--- src/rtl/tap_ram_writer.sv ---
// Tape-to-RAM writer: buffers tape bytes in a small FIFO and writes them into idle RAM slots.
// After the last byte it patches the BASIC end-of-program pointer and can request an auto-RUN.
//
// state    | meaning
// IDLE     | waiting for the first tape byte of a load
// STREAM   | tape running; buffered bytes written as RAM slots allow
// DRAIN    | tape finished; flushing the remaining FIFO entries
// PATCH_LO | writing end pointer low byte to PTR_ADDR
// PATCH_HI | writing end pointer high byte to PTR_ADDR+1
// DONE     | load finished; waits for tape_complete to drop
module tap_ram_writer #(
  parameter int          FIFO_DEPTH = 4,
  parameter logic [15:0] PTR_ADDR   = 16'h009C
) (
  input  logic        clk,
  input  logic        reset,
  input  logic        tape_wr,
  input  logic [15:0] tape_addr,
  input  logic [7:0]  tape_dout,
  input  logic        tape_complete,
  input  logic        autostart,
  input  logic        ram_slot,
  output logic        ram_we,
  output logic [15:0] ram_addr,
  output logic [7:0]  ram_dout,
  output logic        busy,
  output logic        done,
  output logic        run_req,
  output logic        overflow
);

  localparam int            PW      = $clog2(FIFO_DEPTH);
  localparam logic [PW:0]   C_DEPTH = (PW+1)'(FIFO_DEPTH);

  typedef enum logic [2:0] {
    IDLE, STREAM, DRAIN, PATCH_LO, PATCH_HI, DONE
  } state_t;

  state_t        r_state;
  logic          r_first;
  logic [15:0]   r_last_addr;
  logic          r_overflow;
  logic          r_run_req;

  logic [15:0]   r_fifo_addr [FIFO_DEPTH];
  logic [7:0]    r_fifo_data [FIFO_DEPTH];
  logic [PW-1:0] r_wr_ptr;
  logic [PW-1:0] r_rd_ptr;
  logic [PW:0]   r_count;

  logic          w_capture;
  logic          w_cap_state;
  logic          w_cap_ok;
  logic          w_empty;
  logic          w_full;
  logic          w_push;
  logic          w_pop;
  logic          w_stream_st;
  logic          w_patch_st;
  logic [15:0]   w_end_ptr;

  assign w_capture   = tape_wr && (r_first || (tape_addr != r_last_addr));
  assign w_cap_state = (r_state == IDLE) || (r_state == STREAM) || (r_state == DRAIN);
  assign w_cap_ok    = w_capture && w_cap_state;
  assign w_empty     = (r_count == '0);
  assign w_full      = (r_count == C_DEPTH);
  assign w_push      = w_cap_ok && !w_full;
  assign w_stream_st = (r_state == STREAM) || (r_state == DRAIN);
  assign w_patch_st  = (r_state == PATCH_LO) || (r_state == PATCH_HI);
  assign w_end_ptr   = r_last_addr + 16'd1;

  // Only the slot qualifier is combinational; address and data come from registers.
  assign ram_we = ram_slot && ((w_stream_st && !w_empty) || w_patch_st);
  assign w_pop  = ram_we && w_stream_st;

  always_comb begin
    ram_addr = '0;
    ram_dout = '0;
    case (r_state)
      STREAM, DRAIN: begin
        if (!w_empty) begin
          ram_addr = r_fifo_addr[r_rd_ptr];
          ram_dout = r_fifo_data[r_rd_ptr];
        end
      end
      PATCH_LO: begin
        ram_addr = PTR_ADDR;
        ram_dout = w_end_ptr[7:0];
      end
      PATCH_HI: begin
        ram_addr = PTR_ADDR + 16'd1;
        ram_dout = w_end_ptr[15:8];
      end
      default: begin
        ram_addr = '0;
        ram_dout = '0;
      end
    endcase
  end

  assign busy     = (r_state != IDLE) && (r_state != DONE);
  assign done     = (r_state == DONE);
  assign run_req  = r_run_req;
  assign overflow = r_overflow;

  always_ff @(posedge clk) begin
    if (w_push) begin
      r_fifo_addr[r_wr_ptr] <= tape_addr;
      r_fifo_data[r_wr_ptr] <= tape_dout;
    end
  end

  always_ff @(posedge clk or posedge reset) begin
    if (reset) begin
      r_wr_ptr <= '0;
      r_rd_ptr <= '0;
      r_count  <= '0;
    end else begin
      if (w_push) r_wr_ptr <= r_wr_ptr + 1'b1;
      if (w_pop)  r_rd_ptr <= r_rd_ptr + 1'b1;
      case ({w_push, w_pop})
        2'b10:   r_count <= r_count + 1'b1;
        2'b01:   r_count <= r_count - 1'b1;
        default: r_count <= r_count;
      endcase
    end
  end

  always_ff @(posedge clk or posedge reset) begin
    if (reset) begin
      r_state     <= IDLE;
      r_first     <= 1'b1;
      r_last_addr <= '0;
      r_overflow  <= 1'b0;
      r_run_req   <= 1'b0;
    end else begin
      r_run_req <= 1'b0;
      // A dropped capture still advances last_addr so the same address is not retried.
      if (w_cap_ok) begin
        r_last_addr <= tape_addr;
        r_first     <= 1'b0;
        if (w_full) r_overflow <= 1'b1;
      end
      case (r_state)
        IDLE:     if (w_cap_ok) r_state <= STREAM;
        STREAM:   if (tape_complete) r_state <= DRAIN;
        DRAIN:    if (w_empty && !w_push) r_state <= PATCH_LO;
        PATCH_LO: if (ram_slot) r_state <= PATCH_HI;
        PATCH_HI: begin
          if (ram_slot) begin
            r_state   <= DONE;
            r_run_req <= autostart;
          end
        end
        DONE: begin
          if (!tape_complete) begin
            r_state <= IDLE;
            r_first <= 1'b1;
          end
        end
        default:  r_state <= IDLE;
      endcase
    end
  end

endmodule
--- config.mk ---
export PLATFORM = sky130hd
export DESIGN_NAME = tap_ram_writer
export DESIGN_NICKNAME = d
export VERILOG_FILES = /design/src/rtl/tap_ram_writer.sv
export SDC_FILE = /design/constraint.sdc
export NUM_CORES = 1
export LEC_CHECK = 0
export ABC_AREA = 0
export BUFFER_PORTS_ARGS = -buffer_cell sky130_fd_sc_hd__buf_4
export CAP_MARGIN = 20
export CORE_MARGIN = 1.5
export CORE_UTILIZATION = 58
export DETAILED_ROUTE_END_ITERATION = 10
export GPL_TIMING_DRIVEN = 0
export PLACE_DENSITY = 0.79
export SYNTH_ARGS = -nofsm -noshare
export SYNTH_HDL_FRONTEND = slang
export SYNTH_SLANG_ARGS = --single-unit
--- constraint.sdc ---
create_clock -name clk -period 3.5 [get_ports clk]
set_input_delay 0.525 -clock clk [delete_from_list [all_inputs] [get_ports clk]]
set_output_delay 0.525 -clock clk [all_outputs]
set_load 0.005 [all_outputs]
==> impl_metrics.ini, run 1 <==
[cells_and_area]
ff_latch_area_um2 = 3610
fillers = 580
multi_input_area_um2 = 1860
diodes = 0
drive_gt1_share_pct = 32.7
fin_nets = 471
area_growth_pct = 23.0
post-route-util_pct = 73.9

[yosys]
yosysSeqAreaShare_pct = 64.8
synthArstFlopShare_pct = 23.2
synth_top_area_cell = edfxtp_1
syn_nets = 389
ys.flop_type = edfxtp_1
syn_area_um2 = 5570
synth-edff-count = 96
synth-seq-cells = 125
yosysWarningCount = 0
syn_avg_cell_area_um2 = 15.8
netlist_instances = 352
ys_types = 43
synth_area_leaders = edfxtp_1 52%, dfrtp_1 13%, mux4_2 9.7%
synth_top_cell_area_share_pct = 51.7

[cts]
clockBufferDepth = 2
root_buffer = clkbuf_8
insertion_delay_ns = 0.52
post_cts_buffers = 0
cts_tree = done
htreeDepth = 4
clock_sinks = 125
clk_pin_slew_ns = 0.06
cts_buffers = 17

[detailed_routing]
post-route-drc-count = 0
vias = 3213
first_iter_violations = 301
routed_wl_um = 11300
antenna_left = 0
vias_per_cell = 5.58
dr.pass1.iters = 5
wl_per_cell_um = 19.6

[global_routing]
grt_pass1_vias = 3379
grt_max_degree = 17
grt_pass1_wl_um = 18000
track_usage_pct = 24.5
grt_overflow = 0
antenna_found_initial = 0

[critical_path]
crit_fanout = 10
critPathLaunchType = flip-flop
critPathCaptureType = output port
critPathKind = flip-flop to output port
required_ns = 2.97
worst_ep_arrival_time_ns = 2.72

[sta]
drv_slew = 0
max_freq_mhz = 308
setup_violations = 0
hold_viol = 0
min_period_over_period_pct = 92.6
rsz0062_at_grt = false
relSlewSlack_pct = 44.6
tightest_slew_ns = 0.831
fin_crit_ns = 3.24
fin_setup_tns_ns = 0
fin_skew_ns = 0.00458
setup_slack_ns = 0.258

[die]
coreArea_um2 = 9280
die_x_um = 101
ios = 59
start_util_pct = 60.0
die-area_um2 = 10200
die_height_um = 101
placementRows = 35

[placement]
port-buffer-count = 58
pre_cts_ws_ns = 0.574
hpwl_um = 7720
finalWeightedCongestion = 0.835

[power_and_ir_drop]
total_power_w = 0.00637
cellPowerDensity_nw_per_um2 = 930
ir_drop_uv = 487
p_leak_nw = 2.64

[outcome]
status = completed

[hold_path]
hold_path.class = input port to asynchronous set/reset pin

[flow_run]
maxCapViolations = 0
## kinds of logic (layout without fill, tap and decap cells)
kind of cell | after synthesis | after routing | share of synthesized area, %
AO/OA/AOI/OAI | 29 | 29 | 4.06
XOR/XNOR | 35 | 35 | 5.50
adder cells (fa/ha/maj) | 7 | 7 | 1.71
buffers and inverters | 24 | 119 | 2.02
flip-flops | 125 | 125 | 64.8
multiplexers | 40 | 40 | 13.5
AND/OR/NAND/NOR | 92 | 92 | 8.44
## critical path, stage by stage, from the launching register on
cell and delay, ns:
dfrtp_1 0.32, clkbuf_1 0.34, buf_1 0.57, mux4_2 0.41, a22oi_1 0.19, o21ai_0 0.17
buf_4 0.18
## per-layer routing
| metal | wire [µm] | up-vias | global-route usage, % |
|---|---|---|---|
| met5 | 0 | - | 0 |
| li1 | - | 1483 | - |
| met2 | 5810 | 111 | 39.7 |
| met1 | 4520 | 1602 | 32.6 |
| met3 | 785 | 17 | 6.66 |
| met4 | 160 | 0 | 7.69 |
## cells in the final DEF (no fill, tap or decap), types with 2 or more instances in the layout
cell / synthesis / routed
xor2_1: 26 / 26
dfrtp_1: 28 / 28
a21oi_1: 2 / 2
o211a_1: 2 / 2
clkbuf_16: 0 / 16
nor3_1: 6 / 5
ha_1: 6 / 6
o21ai_0: 10 / 10
nor2_1: 12 / 12
inv_6: 0 / 4
o21bai_1: 2 / 2
edfxtp_1: 96 / 96
buf_16: 0 / 5
a22oi_1: 7 / 7
nand2_1: 27 / 27
nor4_1: 2 / 2
nand3_1: 9 / 9
clkbuf_1: 7 / 7
buf_4: 0 / 58
nand2b_1: 4 / 4
and3_1: 2 / 2
inv_1: 9 / 9
inv_8: 0 / 3
clkinv_2: 0 / 2
nor2b_1: 5 / 5
and2_1: 18 / 18
mux4_2: 24 / 24
buf_2: 5 / 5
clkinv_4: 0 / 5
xnor2_1: 9 / 9
nand4_1: 2 / 2
mux2_4: 9 / 9
mux2_2: 5 / 5
mux2i_1: 2 / 2
## cells in the mapped netlist (all sizes together) (2+ instances only)
master	n
a22oi	7
o211a	2
mux4	24
nor2b	5
a21oi	2
nand4	3
inv	10
and3	2
xnor2	9
nor3	6
xor2	26
clkbuf	7
and2	18
mux2	14
o21ai	11
nand3	9
ha	6
nor2	12
o21bai	2
nand2	27
mux2i	2
nand2b	4
edfxtp	96
dfrtp	28
buf	7
nor4	2
## what timing repair did
item	in CTS	in global routing
resized for setup	1	0
hold buffers	0	0
endpoints found under the setup margin	1	0
## report_power, final
group	leakage (nW)	total (W)	switching [W]	internal (W)
combinational	1.15	0.00252	0.00123	0.00129
sequential	1.22	0.00228	0.000253	0.00202
clock	0.269	0.00158	0.000683	0.000893
## path summary, 6_finish.rpt
path | start | to | slack, ns | cells past startpoint
max | r_rd_ptr[1]$_DFFE_PP0P_ | ram_dout[1] | 0.26 | 6
min reg2reg | r_count[2]$_DFFE_PP0P_ | r_count[2]$_DFFE_PP0P_ | 0.50 | 1
max reg2reg | r_last_addr[7]$_DFFE_PP0P_ | r_count[2]$_DFFE_PP0P_ | 0.77 | 11
min | reset | r_wr_ptr[0]$_DFFE_PP0P_ | 0.11 | 2
min in group clk | tape_complete | r_first$_DFF_PP1_ | 0.20 | 2
max in group asynchronous | reset | r_first$_DFF_PP1_ | 2.79 | 3
## layout make-up
| class | instances | share of cell area (%) |
|---|---|---|
| Clock inverter | 15 | 1.90 |
| Sequential cell | 125 | 52.6 |
| Tap cell | 129 | 2.35 |
| Buffer | 14 | 1.09 |
| Multi-Input combinational cell | 203 | 27.1 |
| Inverter | 10 | 0.547 |
| Timing Repair Buffer | 63 | 8.36 |
| Clock buffer | 17 | 6.04 |
## metrics by stage
| stage | cells | instance area (µm²) | hold slack, ns |
|---|---|---|---|
| 4_1_cts | 576 | 6860 | 0.101 |
| 2_1_floorplan | 352 | 5570 | 0.464 |
| 6_report | 576 | 6860 | 0.106 |
| 3_5_place_dp | 544 | 6310 | 0.501 |
| 5_1_grt | 576 | 6860 | 0.132 |
| 3_3_place_gp | 539 | 6170 | 0.489 |
## sequential cells by signal, summed over array words and instances, names as in the netlist
name and cells:
overflow 1, r_count 3, r_fifo_addr 64, r_fifo_data 32, r_first 1, r_last_addr 16, r_rd_ptr 2, r_state 3
r_wr_ptr 2, run_req 1
Power figures use the tool's default switching activity.
==> run 2: changes to the inputs <==
CORE_UTILIZATION = 55   (was 58)
PLACE_DENSITY = 0.75   (was 0.79)
RECOVER_POWER = 50   (was not set)
==> run 2 against run 1 <==
Combinational power down 2%. Non-clock buffer count up 1. Register-to-register slack worse by 0.46 ns. Utilization down 4.9 points. Critical path type unchanged.
==> impl_metrics.ini, run 2 (same netlist as run 1, synthesis figures left out) <==
[critical_path]
critPathLaunchType = flip-flop
crit_fanout = 10
cpMostUsedCell = clkbuf_1
regToRegSetupSlack_ns = 0.31
crit_slowest_cell = nor3_2
required_ns = 2.97
slowest_delay_ns = 0.47
critPathCaptureType = output port
crit_chain = clkbuf_1, xnor2_1, nor3_2, clkbuf_1, a22oi_1, o21ai_0, buf_4
critPathKind = flip-flop to output port
worst_ep_arrival_time_ns = 2.69

[cells_and_area]
multi_input_area_um2 = 1840
largest_reg_flops = 64
area_growth_pct = 21.5
layout_common_cells = 96 x edfxtp_1, 34 x clkbuf_1, 31 x buf_4
top_register = r_fifo_addr
fin_nets = 472
final_common_cell = edfxtp_1
ff_latch_area_um2 = 3610
reg_top3 = r_fifo_addr x64, r_fifo_data x32, r_last_addr x16
finalNonFillerCells = 581
diodes = 0
post-route-util_pct = 68.9
drive_gt1_share_pct = 26.1
fillers = 703

[global_routing]
track_usage_pct = 22.4
grt_overflow = 0
grt_max_degree = 23
grt_pass1_vias = 3350
antenna_found_initial = 0
grt_pass1_wl_um = 17700

[die]
coreArea_um2 = 9820
placementRows = 36
die_x_um = 104
die_height_um = 104
ios = 59
start_util_pct = 56.8
die-area_um2 = 10700

[power_and_ir_drop]
switching_share_pct = 32.1
clkPwrFrac_pct = 27.3
internal_power_w = 0.00442
total_power_w = 0.00651
netSwitchingPower_w = 0.00209
p_seq_share_pct = 34.9
ir_drop_uv = 523
cellPowerDensity_nw_per_um2 = 962
pwr-share-comb_pct = 37.7
p_leak_nw = 2.54

[hold_path]
hold_path.class = input port to flip-flop

[cts]
cts_buffers = 17
cts_tree = done
clock_sinks = 125
clockBufferDepth = 2
root_buffer = clkbuf_8
insertion_delay_ns = 0.52
clk_pin_slew_ns = 0.06
htreeDepth = 4

[sta]
fin_skew_ns = 0.0100
fin_crit_ns = 3.22
rsz0062_at_grt = false
max_freq_mhz = 311
fin_hold_ws_ns = 0.196
fin_setup_tns_ns = 0
drv_slew = 0
min_period_over_period_pct = 91.9
setup_violations = 0
relSlewSlack_pct = 16.7
hold_viol = 0
tightest_slew_ns = 1.25

[detailed_routing]
post-route-drc-count = 0
wl_per_cell_um = 19.2
vias_per_cell = 5.61
routed_wl_um = 11200
dr.pass1.iters = 4
vias = 3258
antenna_left = 0
first_iter_violations = 219

[outcome]
status = completed

[placement]
dpl.cell_count = 548
port-buffer-count = 58
finalWeightedCongestion = 0.844
hpwl_um = 7700

[flow_run]
maxCapViolations = 0
-- run 2: changes by cell type in the layout (fill, tap and decap cells not counted), sizes merged --
| cell | previous run | this run |
|---|---|---|
| dlygate4sd3 | 0 | 1 |
| inv | 17 | 11 |
| clkbuf | 24 | 54 |
| buf | 70 | 40 |
| clkinv | 7 | 6 |
| clkinvlp | 1 | 4 |
| bufinv | 0 | 4 |
-- run 2: path summary, 6_finish.rpt --
check,cells past startpoint,to,start
max,7,ram_dout[5],r_state[1]$_DFFE_PP0P_
min,2,r_first$_DFF_PP1_,tape_complete
max reg2reg,6,r_last_addr[5]$_DFFE_PP0P_,r_last_addr[6]$_DFFE_PP0P_
min reg2reg,1,overflow$_DFFE_PP0P_,overflow$_DFFE_PP0P_
max in group asynchronous,4,r_last_addr[3]$_DFFE_PP0P_,reset
min in group asynchronous,3,r_wr_ptr[0]$_DFFE_PP0P_,reset
-- run 2: what timing repair did --
item	4_1_cts	5_1_grt
setup buffers	0	0
resized for setup	1	0
endpoints found under the setup margin	1	0
hold buffers	1	0
hold endpoints to repair	6	0
-- run 2: critical path, delay by kind of cell (launching register included) --
kind,cells,cell delay (ns)
buffers and inverters,3,0.93
and+or+nand+nor,1,0.47
DFF,1,0.32
AOI/OAI and AO/OA,2,0.31
xor gates and xnor gates,1,0.13
-- run 2: power groups by stage --
| stage | clock, W | sequential, W | combinational (W) |
|---|---|---|---|
| final | 0.00178 | 0.00227 | 0.00246 |
| after global routing | 0.00186 | 0.00231 | 0.00268 |
| after CTS | 0.00180 | 0.00227 | 0.00253 |
| after detailed placement | 0 | 0.00229 | 0.00250 |
| after global placement | 0 | 0.00228 | 0.00238 |
| after floorplan | 0 | 0.00222 | 0.00157 |
-- run 2: per-stage QoR --
stage	setup WS [ns]	cell area [µm²]
3_5_place_dp	0.546	6290
4_1_cts	0.248	6910
6_report	0.283	6770
5_1_grt	0.0633	6770
2_1_floorplan	0.982	5570
3_3_place_gp	0.503	6170
-- run 2: final cells by class --
cell class,instances,share of cell area (%)
Tap cell,133,2.46
Inverter,10,0.555
Multi-Input combinational cell,203,27.2
Buffer,14,0.850
Clock inverter,15,2.88
Clock buffer,17,6.12
Timing Repair Buffer,64,6.56
Sequential cell,125,53.3
-- run 2: per-layer routing --
layer | track usage (%) | share of wire, % | wire [µm] | up-vias
met4 | 8.53 | 0.83 | 93 | 0
met5 | 0 | 0 | 0 | -
met3 | 4.53 | 4.3 | 484 | 10
met1 | 29.5 | 43 | 4860 | 1679
li1 | - | - | - | 1495
met2 | 37.3 | 51 | 5740 | 74
==> run 3: changes to the inputs <==
CORE_ASPECT_RATIO = 0.6   (was not set)
CORE_MARGIN = 4   (was 1.5)
==> run 3 against run 2 <==
Maximum frequency grew 3.6%. Sequential share of layout area is essentially flat. Largest power group unchanged. Sequential cell count is the same. Clock skew shrank 0.0025 ns. Total power grew 0.55%. Die area grew 10%. Sequential power is essentially flat. Global-route usage shrank 1.0 points. Via count shrank 0.92%. Hold slack lost 0.059 ns. Non-clock buffer count shrank 1. Setup slack gained 0.11 ns.
==> impl_metrics.ini, run 3 (same netlist as run 1, synthesis figures left out) <==
[detailed_routing]
post-route-drc-count = 0
vias_per_cell = 5.55
vias = 3228
antenna_left = 0
wl_per_cell_um = 19.7
first_iter_violations = 204
dr.pass1.iters = 5
routed_wl_um = 11400

[critical_path]
crit_slowest_cell = nor3_2
r2r-start = r_last_addr[8]$_DFFE_PP0P_
critPathCaptureType = output port
regToRegSetupSlack_ns = 0.64
slowest_delay_ns = 0.45
worst_ep_arrival_time_ns = 2.58
crit_fanout = 10
cpMostUsedCell = clkbuf_1
required_ns = 2.97
critPathKind = flip-flop to output port
critPathLaunchType = flip-flop
r2r_cells = 6
path_buf_inv = 3
timing.rr.end = r_last_addr[10]$_DFFE_PP0P_
crit_chain = clkbuf_1, xnor2_1, nor3_2, clkbuf_1, a22oi_1, o21ai_0, buf_4
cp_top_family = buffers and inverters

[cts]
hold_buffers = 0
clockBufferDepth = 2
cts-resized-gates = 0
insertion_delay_ns = 0.41
root_buffer = clkbuf_16
clock_sinks = 125
clk_pin_slew_ns = 0.05
post_cts_buffers = 0
cts_buffers = 17
htreeDepth = 4
cts_tree = done

[cells_and_area]
top_register = r_fifo_addr
drive_gt1_share_pct = 25.7
diodes = 0
layout_common_cells = 96 x edfxtp_1, 36 x clkbuf_1, 30 x buf_4
fin_nets = 471
final_common_cell = edfxtp_1
reg_top3 = r_fifo_addr x64, r_fifo_data x32, r_last_addr x16
area_growth_pct = 21.6
largest_reg_flops = 64

[global_routing]
track_usage_pct = 21.4
grt_pass1_vias = 3319
grt_max_degree = 18
antenna_found_initial = 0
grt_pass1_wl_um = 18400
grt_overflow = 0

[die]
die_height_um = 86.0
ios = 59
die-area_um2 = 11900
placementRows = 28
die_x_um = 138
coreArea_um2 = 9880
start_util_pct = 56.4

[sta]
tightest_slew_ns = 1.15
relSlewSlack_pct = 22.2
min_period_over_period_pct = 88.8
fin_crit_ns = 3.11
fin_skew_ns = 0.00751
setup_violations = 0
max_freq_mhz = 322
rsz0062_at_grt = false
hold_viol = 0
fin_setup_tns_ns = 0
drv_slew = 0

[placement]
port-buffer-count = 58
hpwl_um = 8080
finalWeightedCongestion = 0.834

[power_and_ir_drop]
total_power_w = 0.00655
cellPowerDensity_nw_per_um2 = 966
ir_drop_uv = 690
p_leak_nw = 2.55

[hold_path]
hold_path.class = input port to asynchronous set/reset pin

[outcome]
status = completed

[flow_run]
maxCapViolations = 0
run 3: cell count changes in the layout (fill, tap and decap cells not counted), sizes merged:
cell,change
clkbuf,+3
clkinvlp,-3
dlygate4sd3,-1
run 3: worst max path at each step:
stage | start | to | slack, ns | cells after the start
detailed placement | tape_addr[6] | r_count[2]$_DFFE_PP0P_ | 0.44 | 12
floorplan | tape_addr[1] | r_count[2]$_DFFE_PP0P_ | 0.98 | 11
finish | r_state[1]$_DFFE_PP0P_ | ram_dout[1] | 0.39 | 7
global placement | tape_addr[0] | r_fifo_addr[0][14]$_DFFE_PP_ | 0.47 | 6
CTS | r_state[2]$_DFFE_PP0P_ | ram_dout[1] | 0.18 | 6
global route | r_state[1]$_DFFE_PP0P_ | ram_dout[1] | 0.17 | 7
run 3: per-layer routing:
layer  share of wire (%)  track usage, %  vias up
met5                   0               0        -
met4                 1.2            7.35        0
met3                 6.5            6.10       16
met2                  44            29.7      109
met1                  48            32.7     1620
li1                    -               -     1483
run 3: per-stage QoR:
stage	worst slack, ns	instances	hold slack, ns	cell area [µm²]	utilization, %
floorplan	0.982	352	0.464	5570	-
global placement	0.468	545	0.475	6180	62.5
detailed placement	0.440	550	0.471	6290	63.7
CTS	0.175	582	0.188	6900	69.8
global route	0.174	582	0.189	6770	68.6
finish	0.394	582	0.137	6770	68.6
run 3: area by class of cell:
cell class                      count  area [µm²]
Buffer                             14        73.8
Clock buffer                       20         437
Clock inverter                     12         169
Fill cell                         679        3110
Inverter                           10        37.5
Multi-Input combinational cell    203        1840
Sequential cell                   125        3610
Tap cell                          135         169
Timing Repair Buffer               63         434
run 3: power by group:
| part | switching, W | internal, W | total [W] |
|---|---|---|---|
| Combinational | 0.00122 | 0.00125 | 0.00247 |
| Clock | 0.000613 | 0.00119 | 0.00180 |
| Sequential | 0.000253 | 0.00203 | 0.00228 |
